`src/rtl/rr_arbiter4.sv`:
```
// Four-input arbiter with round-robin or fixed-priority selection and a
// bounded hold time per grant. All outputs are registered.
module rr_arbiter4 #(
  parameter int unsigned MAX_HOLD = 8
) (
  input  logic       clk,
  input  logic       rst_n,
  input  logic [3:0] req,
  input  logic       mode,
  output logic [3:0] gnt,
  output logic [1:0] gnt_id,
  output logic       gnt_valid
);

  typedef enum logic [0:0] {
    ST_IDLE  = 1'b0,
    ST_GRANT = 1'b1
  } state_t;

  localparam logic [7:0] HOLD_MAX = 8'(MAX_HOLD);

  state_t     r_state;
  logic [3:0] r_gnt;
  logic [1:0] r_gnt_id;
  logic       r_gnt_valid;
  logic [1:0] r_last;
  logic [7:0] r_hold;

  state_t     w_state_nxt;
  logic [3:0] w_gnt_nxt;
  logic [1:0] w_gnt_id_nxt;
  logic       w_gnt_valid_nxt;
  logic [1:0] w_last_nxt;
  logic [7:0] w_hold_nxt;
  logic       w_arb;
  logic [3:0] w_elig;
  logic [1:0] w_winner;
  logic       w_forced;

  function automatic logic [1:0] f_fixed_pick(input logic [3:0] elig);
    if (elig[3]) begin
      f_fixed_pick = 2'd3;
    end else if (elig[2]) begin
      f_fixed_pick = 2'd2;
    end else if (elig[1]) begin
      f_fixed_pick = 2'd1;
    end else begin
      f_fixed_pick = 2'd0;
    end
  endfunction

  // Search starts just after the previous winner and wraps 3 -> 0.
  function automatic logic [1:0] f_rr_pick(input logic [3:0] elig, input logic [1:0] last);
    logic [1:0] idx;
    logic       found;
    f_rr_pick = 2'd0;
    found     = 1'b0;
    for (int k = 1; k <= 4; k++) begin
      idx = last + 2'(k);
      if (elig[idx] && !found) begin
        f_rr_pick = idx;
        found     = 1'b1;
      end else begin
        found = found;
      end
    end
  endfunction

  // Arbitration decision and next-state/output computation.
  always_comb begin
    w_state_nxt     = r_state;
    w_gnt_nxt       = r_gnt;
    w_gnt_id_nxt    = r_gnt_id;
    w_gnt_valid_nxt = r_gnt_valid;
    w_last_nxt      = r_last;
    w_hold_nxt      = r_hold;
    w_forced        = (r_hold >= HOLD_MAX) && (|(req & ~r_gnt));

    case (r_state)
      ST_IDLE: begin
        w_arb  = 1'b1;
        w_elig = req;
      end
      ST_GRANT: begin
        w_arb  = !req[r_gnt_id] || w_forced;
        w_elig = req & ~r_gnt;
      end
      default: begin
        w_arb  = 1'b1;
        w_elig = 4'b0000;
      end
    endcase

    w_winner = mode ? f_fixed_pick(w_elig) : f_rr_pick(w_elig, r_last);

    if (w_arb) begin
      if (|w_elig) begin
        w_state_nxt     = ST_GRANT;
        w_gnt_nxt       = 4'b0001 << w_winner;
        w_gnt_id_nxt    = w_winner;
        w_gnt_valid_nxt = 1'b1;
        w_last_nxt      = w_winner;
        w_hold_nxt      = 8'd1;
      end else begin
        w_state_nxt     = ST_IDLE;
        w_gnt_nxt       = 4'b0000;
        w_gnt_id_nxt    = 2'd0;
        w_gnt_valid_nxt = 1'b0;
        w_hold_nxt      = 8'd0;
      end
    end else begin
      // Holder keeps the grant; counter saturates rather than wrapping.
      w_hold_nxt = (r_hold >= HOLD_MAX) ? HOLD_MAX : r_hold + 8'd1;
    end
  end

  // State and output registers.
  always_ff @(posedge clk or negedge rst_n) begin
    if (!rst_n) begin
      r_state     <= ST_IDLE;
      r_gnt       <= 4'b0000;
      r_gnt_id    <= 2'd0;
      r_gnt_valid <= 1'b0;
      r_last      <= 2'd3;
      r_hold      <= 8'd0;
    end else begin
      r_state     <= w_state_nxt;
      r_gnt       <= w_gnt_nxt;
      r_gnt_id    <= w_gnt_id_nxt;
      r_gnt_valid <= w_gnt_valid_nxt;
      r_last      <= w_last_nxt;
      r_hold      <= w_hold_nxt;
    end
  end

  assign gnt       = r_gnt;
  assign gnt_id    = r_gnt_id;
  assign gnt_valid = r_gnt_valid;

endmodule

```
`config.mk`:
```
export PLATFORM = sky130hd
export DESIGN_NAME = rr_arbiter4
export DESIGN_NICKNAME = d
export VERILOG_FILES = /design/src/rtl/rr_arbiter4.sv
export SDC_FILE = /design/constraint.sdc
export NUM_CORES = 1
export LEC_CHECK = 0
export CORE_UTILIZATION = 50
export CTS_CLUSTER_DIAMETER = 80
export DETAILED_ROUTE_END_ITERATION = 8
export PLACE_DENSITY = 0.83
export SLEW_MARGIN = 0
export SYNTH_ARGS = -nofsm -noshare
export SYNTH_HDL_FRONTEND = slang
export SYNTH_SLANG_ARGS = --single-unit
```
`constraint.sdc`:
```
create_clock -name clk -period 2.56 [get_ports clk]
set_clock_uncertainty 0.1 [all_clocks]
set_input_delay 0.512 -clock clk [delete_from_list [all_inputs] [get_ports clk]]
set_output_delay 0.512 -clock clk [all_outputs]
set_load 0.005 [all_outputs]
```
==> run metrics, run 1 <==
hold slack=415 ps; sequential area share after synthesis=0.414; fillers=166; Die Width=between 40 and 50 um; outcome=finished, final reports clean; cells after synthesis=about 110; die extent in y=47.5 um; 1st-iter DRT viols=25; CTS tree=done; largest net degree at the start of global routing=18; Port Buffer Count=13; TritonCTS Sinks=17; most frequent cells in the layout=dfrtp_1 (15), clkdlybuf4s50_1 (13), nand2_1 (11); Final Hold Fails=0; H-tree levels=1; worst setup margin=326 ps; ANT nets after route=0; Max clock buf depth=2; all-layer global routing usage=0.213; Leak=0.538 nW; EDFF count, synth=0; FF+latch count, synth=17; antenna cell count=0; first-pass GRT wire length=3.25 mm; Remaining Overflow, GRT=0; post-layout min period=between 2000 and 2500 ps; VDD IR-drop max=between 0.0004 and 0.0005 V; Clock Root Buffer=clkbuf_4; row count=16; WP data arrival=approximately 2300 ps; commonest non-fill, non-tap cell in the layout=dfrtp_1; Routed Wire Length=approximately 2.1 mm; antenna violations before repair=0; Post-DP HPWL=1.69 mm; Ys Warns=0; synthesized area=roughly 1000 um^2; count of cell types in the netlist=39; worst hold path type=register to register; final period utilization=0.873; final setup fails=0; Synth area leaders=dfrtp_1 (36%), dfstp_2 (5.1%), o31ai_1 (4.4%), nand2b_1 (4.2%), nand2_1 (4.0%); Crit Path Class=input port to register; Initial Utilization=0.527; post-synth top area share=0.363; Slew Limit Fails=0; syn_area_per_cell=9.57 um^2; # DRC=0; post-layout instance area=1240 um^2; layout cells sized above 1=0.125; drt pass-1 iters=4; synth-to-layout area growth=19.9%; I/O pins=14; Clk Latency, worst-skew pair=280 ps; Slew HR=0.504; Layout Utilization=0.631; top cell type by total area after synthesis=dfrtp_1; TritonCTS buffer count=3; DP Area=1210 um^2; crit start category=input port; PostCTS Resize Cnt=0; number of vias per cell=5.64; Crit. End Element=register; CTS clk-pin slew, worst paths=90 ps; Fmax=448 MHz; Setup WS pre-CTS=77.7 ps; Final GP Congestion=0.775; area of the die=2250 um^2; DR vias=874; RSZ-0062 raised after global routing=false; Setup TNS=0 ps; vias in the first global route=765; DR WL/cell=13.8 um; critical path fanouts, max=10; postcts setup bufs=0; Top FF cell, synth=dfrtp_1; nets=between 100 and 150; Max-Cap Viols=0; Data required, critical path=around 2600 ps; fraction of registers with async set/reset=1.00; worst-margin pin slew=~740 ps; PD cells=917 nW/um^2; Post-CTS Hold Fix Bufs=0; core area=1960 um^2
## path summary, 6_finish.rpt
path | from | to | slack (ps) | cells after the start
setup / recovery | req[3] | gnt[2] | 330 | 6
hold / removal | gnt_id[1] | gnt_id[1] | 420 | 2
setup reg to reg | r_last[0] | gnt_id[0] | 510 | 5
hold reg to reg | gnt_id[1] | gnt_id[1] | 420 | 2
max in group asynchronous | rst_n | gnt[1] | 1330 | 1
min in group asynchronous | rst_n | r_hold[2] | 570 | 1
## synthesized netlist by cell type, drive strengths merged, types with 2 or more instances
master / n
a211oi: 3
a21bo: 3
a21boi: 5
a21oi: 4
and2: 2
and3: 3
buf: 4
dfrtp: 15
dfstp: 2
ha: 2
inv: 5
mux2: 2
mux2i: 3
nand2: 11
nand2b: 7
nand3: 3
nor2: 7
nor3: 2
nor4: 2
o21ai: 3
o31ai: 6
## metal layers
layer	part of all wire	track usage
met1	0.45	0.279
met2	0.49	0.351
met3	0.061	0.0566
met4	0	0.0571
met5	0	0
## worst max-delay path, stage by stage
cell and delay (ps):
clkdlybuf4s50_1 530, a21boi_4 320, and3_1 200, o211ai_1 120, a211o_1 360, o31ai_1 270
## sequential cells by signal (all words and copies together) (netlist names)
| signal | count |
|---|---|
| gnt_id | 2 |
| gnt_valid | 1 |
| r_hold | 8 |
| gnt | 4 |
| r_last | 2 |
## layout make-up
cell class                 count  area, um^2  share of cell area
inverter                       5        18.8              0.0152
tap                           27        33.8              0.0273
timing repair buffer          17         160               0.129
multi-input combinational     85         572               0.462
sequential                    17         428               0.345
clock buffer                   4        26.3              0.0212
## per-stage QoR
stage               power [mW]  cells
finish                    1.14    155
global route              1.24    155
CTS                       1.14    155
detailed placement        1.00    151
global placement         0.984    151
floorplan                0.808    111
## cell families (layout without fill, tap and decap cells)
kind of cell / count (synthesis) / in the layout / share of synthesized area
xor gates and xnor gates: 1 / 1 / 0.00848
buffers and inverters: 9 / 26 / 0.0436
other: 1 / 4 / 0.00363
adders and majority gates: 2 / 2 / 0.0242
DFF: 17 / 17 / 0.414
AOI/OAI and AO/OA: 33 / 33 / 0.259
and+or+nand+nor: 40 / 40 / 0.196
muxes: 5 / 5 / 0.0508
## power breakdown
group          total [mW]  internal [mW]  switching [mW]
Clock               0.134         0.0604          0.0732
Combinational       0.518          0.277           0.241
Sequential          0.484          0.358           0.127
Note: power is estimated with default switching activity, not from simulation.
==> inputs of run 2 (changes only) <==
--- a/config.mk
+++ b/config.mk
@@ -5,10 +5,12 @@
 export SDC_FILE = /design/constraint.sdc
 export NUM_CORES = 1
 export LEC_CHECK = 0
-export CORE_UTILIZATION = 50
+export CELL_PAD_IN_SITES_DETAIL_PLACEMENT = 0
+export CELL_PAD_IN_SITES_GLOBAL_PLACEMENT = 1
+export CORE_UTILIZATION = 41
 export CTS_CLUSTER_DIAMETER = 80
 export DETAILED_ROUTE_END_ITERATION = 8
-export PLACE_DENSITY = 0.83
+export PLACE_DENSITY = 0.87
 export SLEW_MARGIN = 0
 export SYNTH_ARGS = -nofsm -noshare
 export SYNTH_HDL_FRONTEND = slang
==> run 2 against run 1 <==
  * Wire length increased by 2.6%
  * Fmax is 0.55% higher
  * Combinational power fell by 2%
  * Register-to-register slack gained 20 ps
  * Non-clock buffer count shrank 1
  * Utilization decreased by 9.5 points
  * Clock power rose by 4%
  * Die area is 21% higher
  * First-iteration DRC count fell by 20%
  * Sequential share of layout area is 0.18 points higher
  * Critical path depth grew 1
==> run metrics, run 2 (same netlist as run 1, synthesis figures left out) <==
TritonCTS buffer count=3; reg-to-reg endpoint=r_last[0]; R2R Path Start=r_last[0]; worst-margin pin slew=724 ps; RSZ-0062 raised after global routing=false; fillers=210; Worst setup startpoint=req[1]; Crit. path cell count=7; first-pass GRT wire length=3.64 mm; Die Width=roughly 52 um; Post-CTS Hold Fix Bufs=0; # DRC=0; Slew Limit Fails=0; VDD IR-drop max=0.000549 V; Final GP Congestion=0.811; antenna cell count=0; commonest non-fill, non-tap cell in the layout=dfrtp_1; largest net degree at the start of global routing=18; postcts setup bufs=0; H-tree levels=1; final setup fails=0; Max clock buf depth=2; drt pass-1 iters=4; Leak=about 0.53 nW; Routed Wire Length=around 2.2 mm; critical path fanouts, max=8; Clk Latency, worst-skew pair=280 ps; PostCTS Resize Cnt=0; TritonCTS Sinks=17; most frequent cells in the layout=dfrtp_1 (15), clkdlybuf4s50_1 (13), nand2_1 (11); slowest cell on the critical path=a221oi_2; core area=2300 um^2; Setup TNS=0 ps; layout cells sized above 1=0.118; delay-heaviest family, CP=compound AO/OA/AOI/OAI gates; Initial Utilization=0.450; I/O pins=14; Pwr Total=1.14 mW; final period utilization=0.868; WP data arrival=2320 ps; Post-DP HPWL=1.65 mm; Crit. End Element=register; ANT nets after route=0; Reg2Reg Depth=5; DR vias=871; area of the die=about 2700 um^2; die extent in y=52.2 um; Fmax=450 MHz; CTS tree=done; Critical path buffers and inverters=2; number of vias per cell=5.62; Remaining Overflow, GRT=0; all-layer global routing usage=0.186; Critical Path Max Stage Delay=540 ps; 1st-iter DRT viols=20; reg-to-reg slack, setup=530 ps; Crit Path Class=input port to register; antenna violations before repair=0; Data required, critical path=2660 ps; Final Hold Fails=0; CP Cell Sequence=clkdlybuf4s50_1 -> nand2b_1 -> o2111ai_1 -> a221oi_2 -> buf_4 -> nand2_1 -> o21ai_0; PD cells=925 nW/um^2; Largest register FFs=8; Layout Utilization=0.536; Max-Cap Viols=0; CP Capture Point=r_hold[0]; vias in the first global route=797; Reg with most FFs=r_hold; hold slack=454 ps; row count=17; crit start category=input port; DR WL/cell=between 10 and 15 um; CTS clk-pin slew, worst paths=90 ps; Port Buffer Count=13; worst hold path type=register to register; synth-to-layout area growth=19.2%; Clock Root Buffer=clkbuf_4; outcome=finished, final reports clean; nets=approximately 140; Slew HR=0.516; post-layout min period=2220 ps
==> run 2: changes by cell type in the layout (fill, tap and decap cells not counted) <==
cell   delta
buf_4     -1
==> run 2: cell type report <==
type,count,area (um^2),share of cell area
sequential,17,428,0.347
multi-input combinational,85,572,0.464
clock buffer,4,26.3,0.0213
inverter,5,18.8,0.0152
timing repair buffer,16,153,0.124
tap,28,35.0,0.0284
==> run 2: where the power goes <==
group          internal, mW  total [mW]  leakage, nW  switching, mW
sequential            0.358       0.491        0.205          0.133
combinational         0.273       0.509        0.313          0.236
clock                0.0605       0.139       0.0150         0.0789
total                 0.691        1.14        0.532          0.448
==> run 2: worst register-to-register path: cells and delay by family, from the launching register on <==
kind / cells / cell delay, ps
AOI/OAI and AO/OA: 3 / 710
DFF: 1 / 670
muxes: 2 / 470
==> run 2: per-layer routing <==
layer / wire (um) / share of wire / global-route usage
met1: 1050 / 0.48 / 0.244
met2: 1030 / 0.47 / 0.306
met3: 96 / 0.044 / 0.0609
met4: 12 / 0.0055 / 0.0263
met5: 0 / 0 / 0
==> run 2: per-stage QoR <==
step | cell area, um^2 | cells | setup WS [ps]
detailed placement | 1210 | 151 | 97.9
global route | 1230 | 155 | 222
floorplan | 1040 | 111 | 756
finish | 1230 | 155 | 338
global placement | 1210 | 151 | 117
CTS | 1230 | 155 | 346
==> run 2: worst min path at each step <==
stage,start,endpoint,cells past startpoint
after floorplan,rst_n,gnt[0],0
after global placement,gnt_id[1],gnt_id[1],2
after detailed placement,gnt_id[1],gnt_id[1],2
after CTS,gnt_id[1],gnt_id[1],2
after global routing,r_hold[2],r_hold[2],2
final,gnt_id[1],gnt_id[1],2
